[config.mk]
export PLATFORM = sky130hd
export DESIGN_NAME = sort_rd_prefetch
export DESIGN_NICKNAME = d
export VERILOG_FILES = /design/src/rtl/sort_rd_prefetch.sv
export SDC_FILE = /design/constraint.sdc
export NUM_CORES = 1
export LEC_CHECK = 0
export BUFFER_PORTS_ARGS = -buffer_cell sky130_fd_sc_hd__buf_2
export CORE_UTILIZATION = 35
export DETAILED_ROUTE_END_ITERATION = 10
export MAX_ROUTING_LAYER = met4
export PLACE_DENSITY_LB_ADDON = 0.12
export SYNTH_ARGS = -nofsm -noshare
export SYNTH_HDL_FRONTEND = slang
export SYNTH_SLANG_ARGS = --single-unit
[constraint.sdc]
create_clock -name clk -period 11 [get_ports clk]
set_input_delay 2.2 -clock clk [delete_from_list [all_inputs] [get_ports clk]]
set_output_delay 2.2 -clock clk [all_outputs]
set_load 0.02 [all_outputs]
[src/rtl/sort_rd_prefetch.sv]
// Burst-read prefetcher: fetches a contiguous block of 64-bit words from memory
// into a show-ahead FIFO and presents them on an idata/rdy/pop style handshake.
module sort_rd_prefetch #(
  parameter int unsigned DATA_WIDTH = 64,
  parameter int unsigned ADDR_WIDTH = 32,
  parameter int unsigned LEN_WIDTH  = 19,
  parameter int unsigned DEPTH      = 16,
  parameter int unsigned BURST_LEN  = 8
) (
  input  logic                  clk,
  input  logic                  reset,
  input  logic                  start,
  input  logic [ADDR_WIDTH-1:0] base_addr,
  input  logic [LEN_WIDTH-1:0]  num_words,
  output logic                  busy,
  output logic                  done,
  output logic                  err,
  output logic                  mem_req,
  output logic [ADDR_WIDTH-1:0] mem_addr,
  output logic [4:0]            mem_len,
  input  logic                  mem_ack,
  input  logic [DATA_WIDTH-1:0] mem_rdata,
  input  logic                  mem_rvalid,
  output logic [DATA_WIDTH-1:0] odata,
  output logic                  rdy,
  input  logic                  pop
);

  localparam int unsigned PTR_W = $clog2(DEPTH);
  localparam int unsigned CNT_W = PTR_W + 1;
  localparam int unsigned BL_W  = 5;

  typedef enum logic [1:0] {S_IDLE, S_ISSUE, S_WAIT, S_DRAIN} state_e;

  state_e                state_q, state_d;
  logic [ADDR_WIDTH-1:0] addr_q, addr_d;
  logic [LEN_WIDTH-1:0]  remaining_q, remaining_d;
  logic [BL_W-1:0]       outstanding_q, outstanding_d;
  logic                  busy_q, busy_d;
  logic                  done_q, done_d;
  logic                  err_q, err_d;
  logic                  mem_req_q, mem_req_d;
  logic [ADDR_WIDTH-1:0] mem_addr_q, mem_addr_d;
  logic [BL_W-1:0]       mem_len_q, mem_len_d;

  logic [DATA_WIDTH-1:0] fifo_q [DEPTH];
  logic [PTR_W-1:0]      wr_ptr_q, wr_ptr_d;
  logic [PTR_W-1:0]      rd_ptr_q, rd_ptr_d;
  logic [CNT_W-1:0]      count_q, count_d;
  logic [DATA_WIDTH-1:0] odata_q, odata_d;
  logic                  rdy_q, rdy_d;

  logic [BL_W-1:0]       blen_c;
  logic [CNT_W-1:0]      space_c;
  logic                  space_ok_c;
  logic                  wr_en_c;
  logic                  rd_en_c;
  logic                  stray_c;

  always_comb begin
    if (remaining_q >= LEN_WIDTH'(BURST_LEN)) blen_c = BL_W'(BURST_LEN);
    else                                      blen_c = BL_W'(remaining_q);
    space_c    = CNT_W'(DEPTH) - count_q;
    space_ok_c = 32'(space_c) >= 32'(blen_c);
    wr_en_c    = mem_rvalid && (state_q == S_WAIT);
    rd_en_c    = pop && rdy_q;
    stray_c    = mem_rvalid && (state_q != S_WAIT);
  end

  // Job control: one burst in flight, request raised only when the FIFO can absorb it.
  always_comb begin
    state_d       = state_q;
    addr_d        = addr_q;
    remaining_d   = remaining_q;
    outstanding_d = outstanding_q;
    err_d         = err_q;
    mem_req_d     = mem_req_q;
    mem_addr_d    = mem_addr_q;
    mem_len_d     = mem_len_q;
    done_d        = 1'b0;
    case (state_q)
      S_IDLE: begin
        if (start) begin
          err_d = 1'b0;
          if (num_words != '0) begin
            addr_d      = base_addr & ~ADDR_WIDTH'(7);
            remaining_d = num_words;
            state_d     = S_ISSUE;
          end else begin
            done_d = 1'b1;
          end
        end
      end
      S_ISSUE: begin
        if (mem_req_q) begin
          if (mem_ack) begin
            mem_req_d     = 1'b0;
            addr_d        = addr_q + ADDR_WIDTH'({mem_len_q, 3'b000});
            remaining_d   = remaining_q - LEN_WIDTH'(mem_len_q);
            outstanding_d = mem_len_q;
            state_d       = S_WAIT;
          end
        end else if (space_ok_c) begin
          mem_req_d  = 1'b1;
          mem_addr_d = addr_q;
          mem_len_d  = blen_c;
        end
      end
      S_WAIT: begin
        if (mem_rvalid) begin
          outstanding_d = outstanding_q - BL_W'(1);
          if (outstanding_q == BL_W'(1)) begin
            state_d = (remaining_q != '0) ? S_ISSUE : S_DRAIN;
          end
        end
      end
      S_DRAIN: begin
        if (count_q == '0) begin
          done_d  = 1'b1;
          state_d = S_IDLE;
        end
      end
      default: state_d = S_IDLE;
    endcase
    if (stray_c) err_d = 1'b1;
    busy_d = (state_d != S_IDLE) || done_d;
  end

  // FIFO pointers and registered show-ahead head; a write into the head slot is forwarded.
  always_comb begin
    wr_ptr_d = wr_ptr_q + PTR_W'(wr_en_c);
    rd_ptr_d = rd_ptr_q + PTR_W'(rd_en_c);
    count_d  = count_q + CNT_W'(wr_en_c) - CNT_W'(rd_en_c);
    rdy_d    = count_d != '0;
    odata_d  = odata_q;
    if (count_d != '0) begin
      if (wr_en_c && (wr_ptr_q == rd_ptr_d)) odata_d = mem_rdata;
      else                                   odata_d = fifo_q[rd_ptr_d];
    end
  end

  always_ff @(posedge clk or posedge reset) begin
    if (reset) begin
      state_q       <= S_IDLE;
      addr_q        <= '0;
      remaining_q   <= '0;
      outstanding_q <= '0;
      busy_q        <= 1'b0;
      done_q        <= 1'b0;
      err_q         <= 1'b0;
      mem_req_q     <= 1'b0;
      mem_addr_q    <= '0;
      mem_len_q     <= '0;
      wr_ptr_q      <= '0;
      rd_ptr_q      <= '0;
      count_q       <= '0;
      odata_q       <= '0;
      rdy_q         <= 1'b0;
    end else begin
      state_q       <= state_d;
      addr_q        <= addr_d;
      remaining_q   <= remaining_d;
      outstanding_q <= outstanding_d;
      busy_q        <= busy_d;
      done_q        <= done_d;
      err_q         <= err_d;
      mem_req_q     <= mem_req_d;
      mem_addr_q    <= mem_addr_d;
      mem_len_q     <= mem_len_d;
      wr_ptr_q      <= wr_ptr_d;
      rd_ptr_q      <= rd_ptr_d;
      count_q       <= count_d;
      odata_q       <= odata_d;
      rdy_q         <= rdy_d;
    end
  end

  // Storage array carries no reset; only slots covered by count are ever read.
  always_ff @(posedge clk) begin
    if (wr_en_c) fifo_q[wr_ptr_q] <= mem_rdata;
  end

  assign busy     = busy_q;
  assign done     = done_q;
  assign err      = err_q;
  assign mem_req  = mem_req_q;
  assign mem_addr = mem_addr_q;
  assign mem_len  = mem_len_q;
  assign odata    = odata_q;
  assign rdy      = rdy_q;

endmodule

======== Word level (Yosys, flattened, before mapping) ========
Memories as Yosys holds them, arrays and structs flattened. A register that Yosys moved wholly into a read port is not among the register bits.
Cells that the tools add are included.
storage, ports and cells
  logic and storage cells ................. 90
  register bits after elaboration ......... 113
  input port bits ......................... 121
  latch bits .............................. 0
  RAM bits ................................ 1,024
  memories ................................ 1
  output and inout bits ................... 106
  memory bits (read-only) ................. 0
memories
  memory  words  bits a word  rd ports  clocked after Yosys merged registers in  write ports  RTL line  RTL
  fifo_q  16     64           1         1                                        1            46        logic [DATA_WIDTH-1:0] fifo_q [DEPTH];
cells by class
  muxes and demuxes ....................... 36
  reduce and logical (&&, ||, !) cells .... 18
  shift-type cells ........................ 0
  bitwise logic cells ..................... 1
  $add $sub $neg .......................... 8
  multipliers ............................. 0
  div/mod/pow operators ................... 0
  order comparisons ....................... 2
  eq/ne operators ......................... 10
operator list
  cell                                                  number
  2-to-1 mux 32 bit                                     4
  2-to-1 mux 19 bit                                     4
  one-hot mux 32 bit (2 select lines)                   1
  one-hot mux 19 bit (2 select lines)                   1
  nonzero test 19 bit                                   2
  adder 32 x 8 -> 32 bit                                1
  2-to-1 mux 5 bit                                      4
  >= comparator 19 x 4 -> 1 bit, second input constant  1
  subtractor 19 x 5 -> 19 bit                           1
  2-to-1 mux 2 bit                                      8
  != test 2 bit, second input constant                  6
  2-to-1 mux 1 bit                                      11
  one-hot mux 5 bit (2 select lines)                    1
  nonzero test 2 bit                                    5
  adder 4 x 1 -> 4 bit                                  2
  one-hot mux 2 bit (4 select lines)                    1
  adder 5 x 1 -> 5 bit                                  1
  == test 5 x 1 -> 1 bit, second input constant         1
  >= comparator 5 bit                                   1
  logical NOT 5 bit                                     1
  AND reduction 5 bit                                   1
  nonzero test 5 bit                                    1
  subtractor 5 x 1 -> 5 bit                             1
  subtractor 5 x 1 -> 5 bit, second input constant      1
  other kinds (11)                                      14

======== Longest topological paths before layout ========
Gate-level depths: netlist of the first run.
  depth after elaboration ................. 7
  depth in mapped cells ................... 17
  mapped depth without buffers ............ 14

======== Least setup slack after synthesis of the first run ========
OpenSTA, ideal clock, no wires.
  kind .................................... input port to flip-flop
  from .................................... input port mem_rvalid
  to ...................................... memory fifo_q[0][0] (enable)
  data required time ...................... 10.435 ns
  setup time .............................. 0.565 ns
  path slack .............................. 3.391 ns
  path buffers ............................ 0
  arrival ................................. 7.045 ns
  stages on the path ...................... 3
  cells stage by stage .................... nand2_1 > or3_1 > nor3_1
between the ends
  cells in the longest elaborated chain, start to end .. 3
ends and longest elaborated chain
  element                                 RTL line  RTL
  start: declaration                      23        input logic mem_rvalid,
  logical AND 1 bit                       65        wr_en_c = mem_rvalid && (state_q == S_WAIT);
  2-to-1 mux 1 bit                        180       if (wr_en_c) fifo_q[wr_ptr_q] <= mem_rdata;
  2-to-1 mux 1 bit (implied by the code)  180
  end: declaration                        46
Every way passes these cells.

======== Worst setup path in the final report of the first run ========
  from .................................... input port pop
  to ...................................... register odata_q[28] (netlist: odata[28]) (read register of fifo_q)
between the ends
  elaborated cells on any way between the ends .. 4
  those cells by class .................... add/sub: 2; reduce/logical: 2
RTL lines
  element               RTL line  RTL
  start: declaration    26        input logic pop
  logical AND 1 bit     66        rd_en_c = pop && rdy_q;
  adder 4 x 1 -> 4 bit  132       rd_ptr_d = rd_ptr_q + PTR_W'(rd_en_c);
  net rd_ptr_d[0]       48        logic [PTR_W-1:0] rd_ptr_q, rd_ptr_d;
  end: declaration      50        logic [DATA_WIDTH-1:0] odata_q, odata_d;
The timed path passes the listed nets, and every way through them passes these cells.
A chain may end at the register's enable or synchronous reset.

==> results of run 1 <==
## routing by layer
metal | part of all wire | vias to the layer above | GRT usage
met2 | 0.51 | 611 | 0.311
met1 | 0.41 | 12865 | 0.223
met3 | 0.058 | 196 | 0.0443
li1 | - | 10338 | -
met4 | 0.022 | 0 | 0.0509
met5 | 0 | - | -
## final cells by class
class                   count  share of cell area
flip-flops and latches   1195               0.633
multi-input cells        1015               0.218
clock buffers             194              0.0689
well taps                1768              0.0400
repair buffers            275              0.0278
clock inverters            53             0.00931
inverters                  34             0.00244
diodes                     20            0.000904
## how the worst min path moves through the flow
stage | end | slack [ns] | cells past startpoint
finish | odata[49] | 0.48 | 2
detailed placement | odata[49] | 0.47 | 2
global route | mem_addr[21] | 0.51 | 1
global placement | mem_addr[7] | 0.46 | 1
floorplan | outstanding_q[1] | 0.47 | 2
CTS | odata[49] | 0.48 | 2
## power by group
| group | internal, uW | leakage (uW) | switching [uW] |
|---|---|---|---|
| clock | 2600 | 0.00213 | 1800 |
| combinational | 2480 | 0.00537 | 2840 |
| sequential | 5390 | 0.0112 | 295 |
## cells in the final DEF (no fill, tap or decap), types with 12 or more instances in the layout
| cell type | synthesis | routed |
|---|---|---|
| a21oi_1 | 59 | 59 |
| buf_2 | 50 | 220 |
| buf_4 | 5 | 53 |
| clkbuf_1 | 68 | 41 |
| clkbuf_16 | 0 | 138 |
| clkbuf_8 | 0 | 15 |
| clkinv_1 | 1 | 14 |
| clkinv_2 | 0 | 20 |
| dfrtp_1 | 171 | 171 |
| diode_2 | 0 | 20 |
| edfxtp_1 | 1024 | 1024 |
| ha_1 | 34 | 31 |
| inv_1 | 33 | 32 |
| mux2_1 | 21 | 21 |
| mux2i_1 | 72 | 72 |
| mux4_2 | 320 | 320 |
| nand2_1 | 120 | 120 |
| nand3_1 | 22 | 21 |
| nor2_1 | 46 | 34 |
| nor2_4 | 0 | 12 |
| nor3_1 | 17 | 13 |
| o21ai_0 | 38 | 38 |
| o21ai_1 | 67 | 67 |
| o22ai_1 | 17 | 17 |
## state kept, by name, summed over array words and instances, names as in the netlist, 5 cells and up
register,count
fifo_q,1024
odata,64
addr_q,29
mem_addr,29
remaining_q,19
count_q,5
mem_len,5
outstanding_q,5
## kinds of logic after synthesis
| family | Yosys count | share of synthesized area |
|---|---|---|
| AOI/OAI and AO/OA | 261 | 0.0339 |
| xor gates and xnor gates | 16 | 0.00294 |
| adders and majority gates | 37 | 0.0102 |
| buffers and inverters | 165 | 0.0150 |
| DFF | 1195 | 0.736 |
| muxes | 423 | 0.174 |
| other | 2 | 0.000158 |
| and+or+nand+nor | 274 | 0.0277 |
## per-stage QoR
stage	instance area, um2	instances
after floorplan	47600	2375
after global placement	51000	4287
after detailed placement	51000	4287
after CTS	55300	4534
after global routing	55300	4549
final	55300	4554
## worst reg2reg max path, stage by stage (launching register included)
cell      delay, ns
dfrtp_1        0.47
inv_1          0.12
ha_1           0.59
nand2_1        0.44
ha_1           0.41
inv_1          0.06
ha_1           0.16
inv_1          0.06
fa_1           0.43
o21bai_1       0.15
a21oi_1        0.09
xnor2_1        0.15
nor4_2         0.21
buf_4          0.87
buf_4          0.76
nand2_1        0.15
o21ai_1        0.11
==> flow_metrics.tcl, run 1 <==
set metrics [dict create \
    h-tree-depth 4 \
    grt_antenna_before_repair 22 \
    fillCellCount 11914 \
    critPathMaxStageDelay_ns 1.01 \
    place.gp.congestion 0.806 \
    slew_violations 0 \
    post_cts_buffers 0 \
    fmax_ghz 0.160 \
    p_total_uw 15400 \
    rsz0062_at_grt "false" \
    drv_cap 0 \
    crit_required_ns 11.58 \
    antenna_left 0 \
    pin_count 227 \
    outcome "finished clean" \
    path_clk_slew_ns 0.06 \
    ys_ff_latch 1195 \
    critical_path_cell_count 9 \
    arrival_ns 6.83 \
    routed_via_density 5.27 \
    die_w_um 371 \
    ir_drop_v 0.000340 \
    syn_inst 2373 \
    timing.hold.worst.class "flip-flop to flip-flop" \
    netlist_top_cells_count "1024 x edfxtp_1, 320 x mux4_2, 171 x dfrtp_1, 120 x nand2_1, 72 x mux2i_1" \
    power.leakage_uw 0.0187 \
    synthDistinctLibCells 76 \
    regToRegSetupSlack_ns 5.67 \
    cts_tree "built" \
    synthArstFlopShare 0.143 \
    min_period_over_period 0.568 \
    hold_slack_ns 0.477 \
    hold_start "odata[49]" \
    grt_pass1_vias 25557 \
    postLayoutCoreUtil 0.413 \
    port_buffers 220 \
    tightest_slew_ns 1.13 \
    crit_slowest_cell "ha_4" \
    fp.dieH_um 371 \
    synth.most_common_cell "edfxtp_1" \
    area_growth_pct 16.3 \
    grt_usage 0.185 \
    grt.overflow.total 0 \
    slew-limit-headroom 0.245 \
    setup_slack_ns 4.75 \
    syn_area_um2 47600 \
    cts.path.max_buffers 3 \
    synthFlopType "edfxtp_1" \
    path_cells "buf_2 > and2_1 > ha_4 > buf_4 > buf_4 > mux4_2 > mux4_2 > mux2i_1 > o21ai_1" \
    hold_violations 0 \
    post-route-min-period_ns 6.25 \
    worstRegToRegCells 16 \
    timing.rr.end "odata[6]" \
    synth_area_per_cell_um2 20.1 \
    synth_top_area_frac 0.646 \
    core_um2 134000 \
    ys_warn_count 0 \
    critical_path_class "primary input to flip-flop" \
    r2r_start "state_q[0]" \
    die_area_um2 137000 \
    synth_top_cells_by_area "edfxtp_1 65%, mux4_2 15%, dfrtp_1 9.0%, mux2i_1 1.5%, nand2_1 0.95%" \
    start_util 0.355 \
    cts_resized 0 \
    synth_edf_count 1024 \
    drive_above_1_share 0.304 \
    multi_input_area_um2 12000 \
    clock-root-buffer "clkbuf_16" \
    wl_per_cell_um 26.8 \
    worst_setup_path_start_kind "primary input" \
    finalClockSkew_ns 0.0271 \
    cpLargestDelayFamily "buffers and inverters" \
    critPathMaxFanout 47 \
    tns_ns 0 \
    cts-buffers-inserted 135 \
    dr.pass1.iters 5 \
    synth_top_cell_by_area "edfxtp_1" \
    regArea_um2 35000 \
    setup_viol_count_final 0 \
    drtIter0Drc 1802 \
    powerDensity_nw_per_um2 278 \
    drt_wl_total_mm 122 \
    worstSetupStartpoint "pop" \
    cts_hold_buffers 0 \
    grt_max_degree 158 \
    grt_first_pass_wirelength_mm 177 \
    endpoint "odata[28]" \
    crit_path_end_kind "flip-flop" \
    seq_area_frac_synth 0.736 \
    path_buf_inv 3 \
    rows 134 \
    remaining_drc_errors 0 \
    vias 24010 \
    post-place-ws_ns 3.75 \
    clock_latency_ns 0.76 \
    cts.sinks 1195 \
    place_hpwl_mm 63.3 \
    layout.nets 2814 \
]
Note: power is estimated with default switching activity, not from simulation.
==> run 2, diff against run 1 <==
ABC_AREA = 1   (was not set)
clock period = 6 ns   (was 11 ns; I/O delays follow)
==> run 2 against run 1 <==
Effect of this change:
- via count is 44% higher
- synthesized cell count increased by 96%
- first-iteration DRC count rose by 35%
- global-route usage increased by 2.5 points
- design area grew 6.2%
- worst hold slack lost 0.0061 ns
- largest cell class unchanged
- largest power group is now combinational cells
==> flow_metrics.tcl, run 2 <==
set metrics [dict create \
    outcome "finished clean" \
    cts_tree "built" \
    hold_violations 0 \
    pin_count 227 \
    synthDistinctLibCells 33 \
    synth_top_cells_by_area "edfxtp_1 60%, dfrtp_1 8.4%, nor2_1 5.8%, nand2_1 5.4%, o21ai_0 4.8%" \
    cts-buffers-inserted 138 \
    grt_pass1_vias 33313 \
    setup_slack_ns 1.67 \
    ys_warn_count 0 \
    wl_met1_mm 69.1 \
    place_hpwl_mm 74.7 \
    area_growth_pct 15.0 \
    r2r_start "state_q[0]" \
    clock-root-buffer "clkbuf_16" \
    min_period_over_period 0.722 \
    hold_path_end "odata[57]" \
    drtIter0Drc 2430 \
    rows 139 \
    tns_ns 0 \
    synth_edf_count 1024 \
    slew_violations 0 \
    synth_top_cell_by_area "edfxtp_1" \
    critPathMaxStageDelay_ns 0.78 \
    worstRegToRegCells 19 \
    post_cts_buffers 0 \
    synthArstFlopShare 0.143 \
    synth.most_common_cell "edfxtp_1" \
    path_clk_slew_ns 0.06 \
    tightest_slew_ns 1.10 \
    power.leakage_uw 0.0218 \
    fp.dieH_um 384 \
    die_w_um 384 \
    critical_path_class "flip-flop to flip-flop" \
    arrival_ns 5.04 \
    synthFlopType "edfxtp_1" \
    fmax_ghz 0.231 \
    grt_first_pass_wirelength_mm 222 \
    top_layer "met4" \
    regToRegSetupSlack_ns 1.67 \
    crit_top_cell "nand2_1" \
    crit_required_ns 6.71 \
    syn_area_um2 51100 \
    drv_cap 0 \
    h-tree-depth 4 \
    cts.path.max_buffers 3 \
    ir_drop_v 0.00100 \
    wl_per_cell_um 22.1 \
    dr_wl_met3_mm 7.61 \
    regArea_um2 35000 \
    largest_reg_flops 1024 \
    slew-limit-headroom 0.264 \
    cts_resized 0 \
    remaining_drc_errors 0 \
    vias 34477 \
    fillCellCount 13736 \
    synth_area_per_cell_um2 11.0 \
    antenna_left 0 \
    core_um2 144000 \
    post-place-ws_ns 1.33 \
    seq_area_frac_synth 0.686 \
    clock_latency_ns 0.78 \
    multi_input_area_um2 13800 \
    p_total_uw 32800 \
    drive_above_1_share 0.109 \
    syn_inst 4648 \
    rsz0062_at_grt "false" \
    cts.sinks 1195 \
    die_area_um2 147000 \
    largest-register "fifo_q" \
    critPathMaxFanout 42 \
    powerDensity_nw_per_um2 558 \
    drt_wl_total_mm 151 \
    ys_ff_latch 1195 \
    grt_usage 0.210 \
    timing.hold.worst.class "flip-flop to flip-flop" \
    grt_antenna_before_repair 22 \
    holdPathStages 2 \
    synth_top_area_frac 0.602 \
    finalClockSkew_ns 0.0300 \
    layout.nets 4958 \
    crit_path_end_kind "flip-flop" \
    routed_via_density 5.05 \
    setup_viol_count_final 0 \
    cts_hold_buffers 0 \
    place.gp.congestion 0.832 \
    netlist_top_cells_count "1024 x edfxtp_1, 793 x nor2_1, 735 x nand2_1, 485 x o21ai_0, 457 x nand3_1" \
    crit_slowest_cell "buf_4" \
    worst_setup_path_start_kind "flip-flop" \
    wl_met2_mm 71.2 \
    hold_start "odata[57]" \
    port_buffers 220 \
    final_common_cell "edfxtp_1" \
    layout_common_cells "1024 x edfxtp_1, 777 x nor2_1, 732 x nand2_1, 485 x o21ai_0, 455 x nand3_1" \
    start_util 0.354 \
    timing.rr.end "odata[33]" \
    path_cells "inv_1 > ha_1 > nand2_1 > buf_4 > ha_1 > inv_1 > ha_1 > inv_1 > fa_1 > nand3b_1 > nand2_1 > xor2_1 > nand3_4 > buf_4 > buf_4 > nand2_1 > inv_1 > nand2_1 > nand2_1" \
    grt.overflow.total 0 \
    dr.pass1.iters 6 \
    grt_max_degree 202 \
    post-route-min-period_ns 4.33 \
]
[run 2: worst max path at each step]
| stage | from | to | slack [ns] | depth (start not counted) |
|---|---|---|---|---|
| 2_1_floorplan | reset | addr_q[10] | 0.17 | 1 |
| 3_3_place_gp | mem_rvalid | odata[11] | 1.38 | 18 |
| 3_5_place_dp | mem_rvalid | odata[25] | 1.33 | 18 |
| 4_1_cts | state_q[0] | odata[18] | 1.64 | 19 |
| 5_1_grt | state_q[0] | odata[46] | 1.34 | 19 |
| 6_report | state_q[0] | odata[33] | 1.67 | 19 |
[run 2: area by class of cell]
| class | count | area share |
|---|---|---|
| Sequential cell | 1195 | 0.596 |
| Multi-Input combinational cell | 2866 | 0.235 |
| Clock buffer | 178 | 0.0643 |
| Tap cell | 1903 | 0.0405 |
| Timing Repair Buffer | 284 | 0.0303 |
| Inverter | 315 | 0.0206 |
| Clock inverter | 77 | 0.0125 |
| Antenna cell | 14 | 0.000596 |
[run 2: power by group]
part | internal (uW) | switching [uW] | total, uW
Sequential | 9700 | 488 | 10200
Clock | 4900 | 3490 | 8390
Combinational | 4230 | 9990 | 14200
Total | 18800 | 14000 | 32800
[run 2: cell families (layout without fill, tap and decap cells)]
logic type,Yosys count,count (layout),synth area share
AND/OR/NAND/NOR,2071,2071,0.169
flip-flops,1195,1195,0.686
AO/OA/AOI/OAI,739,739,0.0841
buffers and inverters,589,854,0.0484
adder cells (fa/ha/maj),37,37,0.00950
XOR/XNOR,15,15,0.00272
other,2,18,0.000147
[run 2: critical path, delay by kind of cell, from the launching register on]
family                   cells  cell delay (ns)
buffers and inverters        7             1.76
AND/OR/NAND/NOR              7             0.61
flip-flops                   1             0.42
XOR/XNOR                     1             0.11
adder cells (fa/ha/maj)      4             1.28
[run 2: per-stage QoR]
stage	hold WS [ns]	instances	instance area, um2	utilization
finish	0.471	6832	58800	0.408
global route	0.496	6829	58700	0.407
CTS	0.476	6818	58700	0.407
detailed placement	0.460	6563	54200	0.376
global placement	0.458	6563	54200	0.376
floorplan	0.471	4650	51100	-
[run 2: layer usage]
layer | track usage | vias to the layer above
met2 | 0.331 | 836
met3 | 0.0365 | 217
li1 | - | 16485
met5 | - | -
met4 | 0.0570 | 0
met1 | 0.280 | 16939
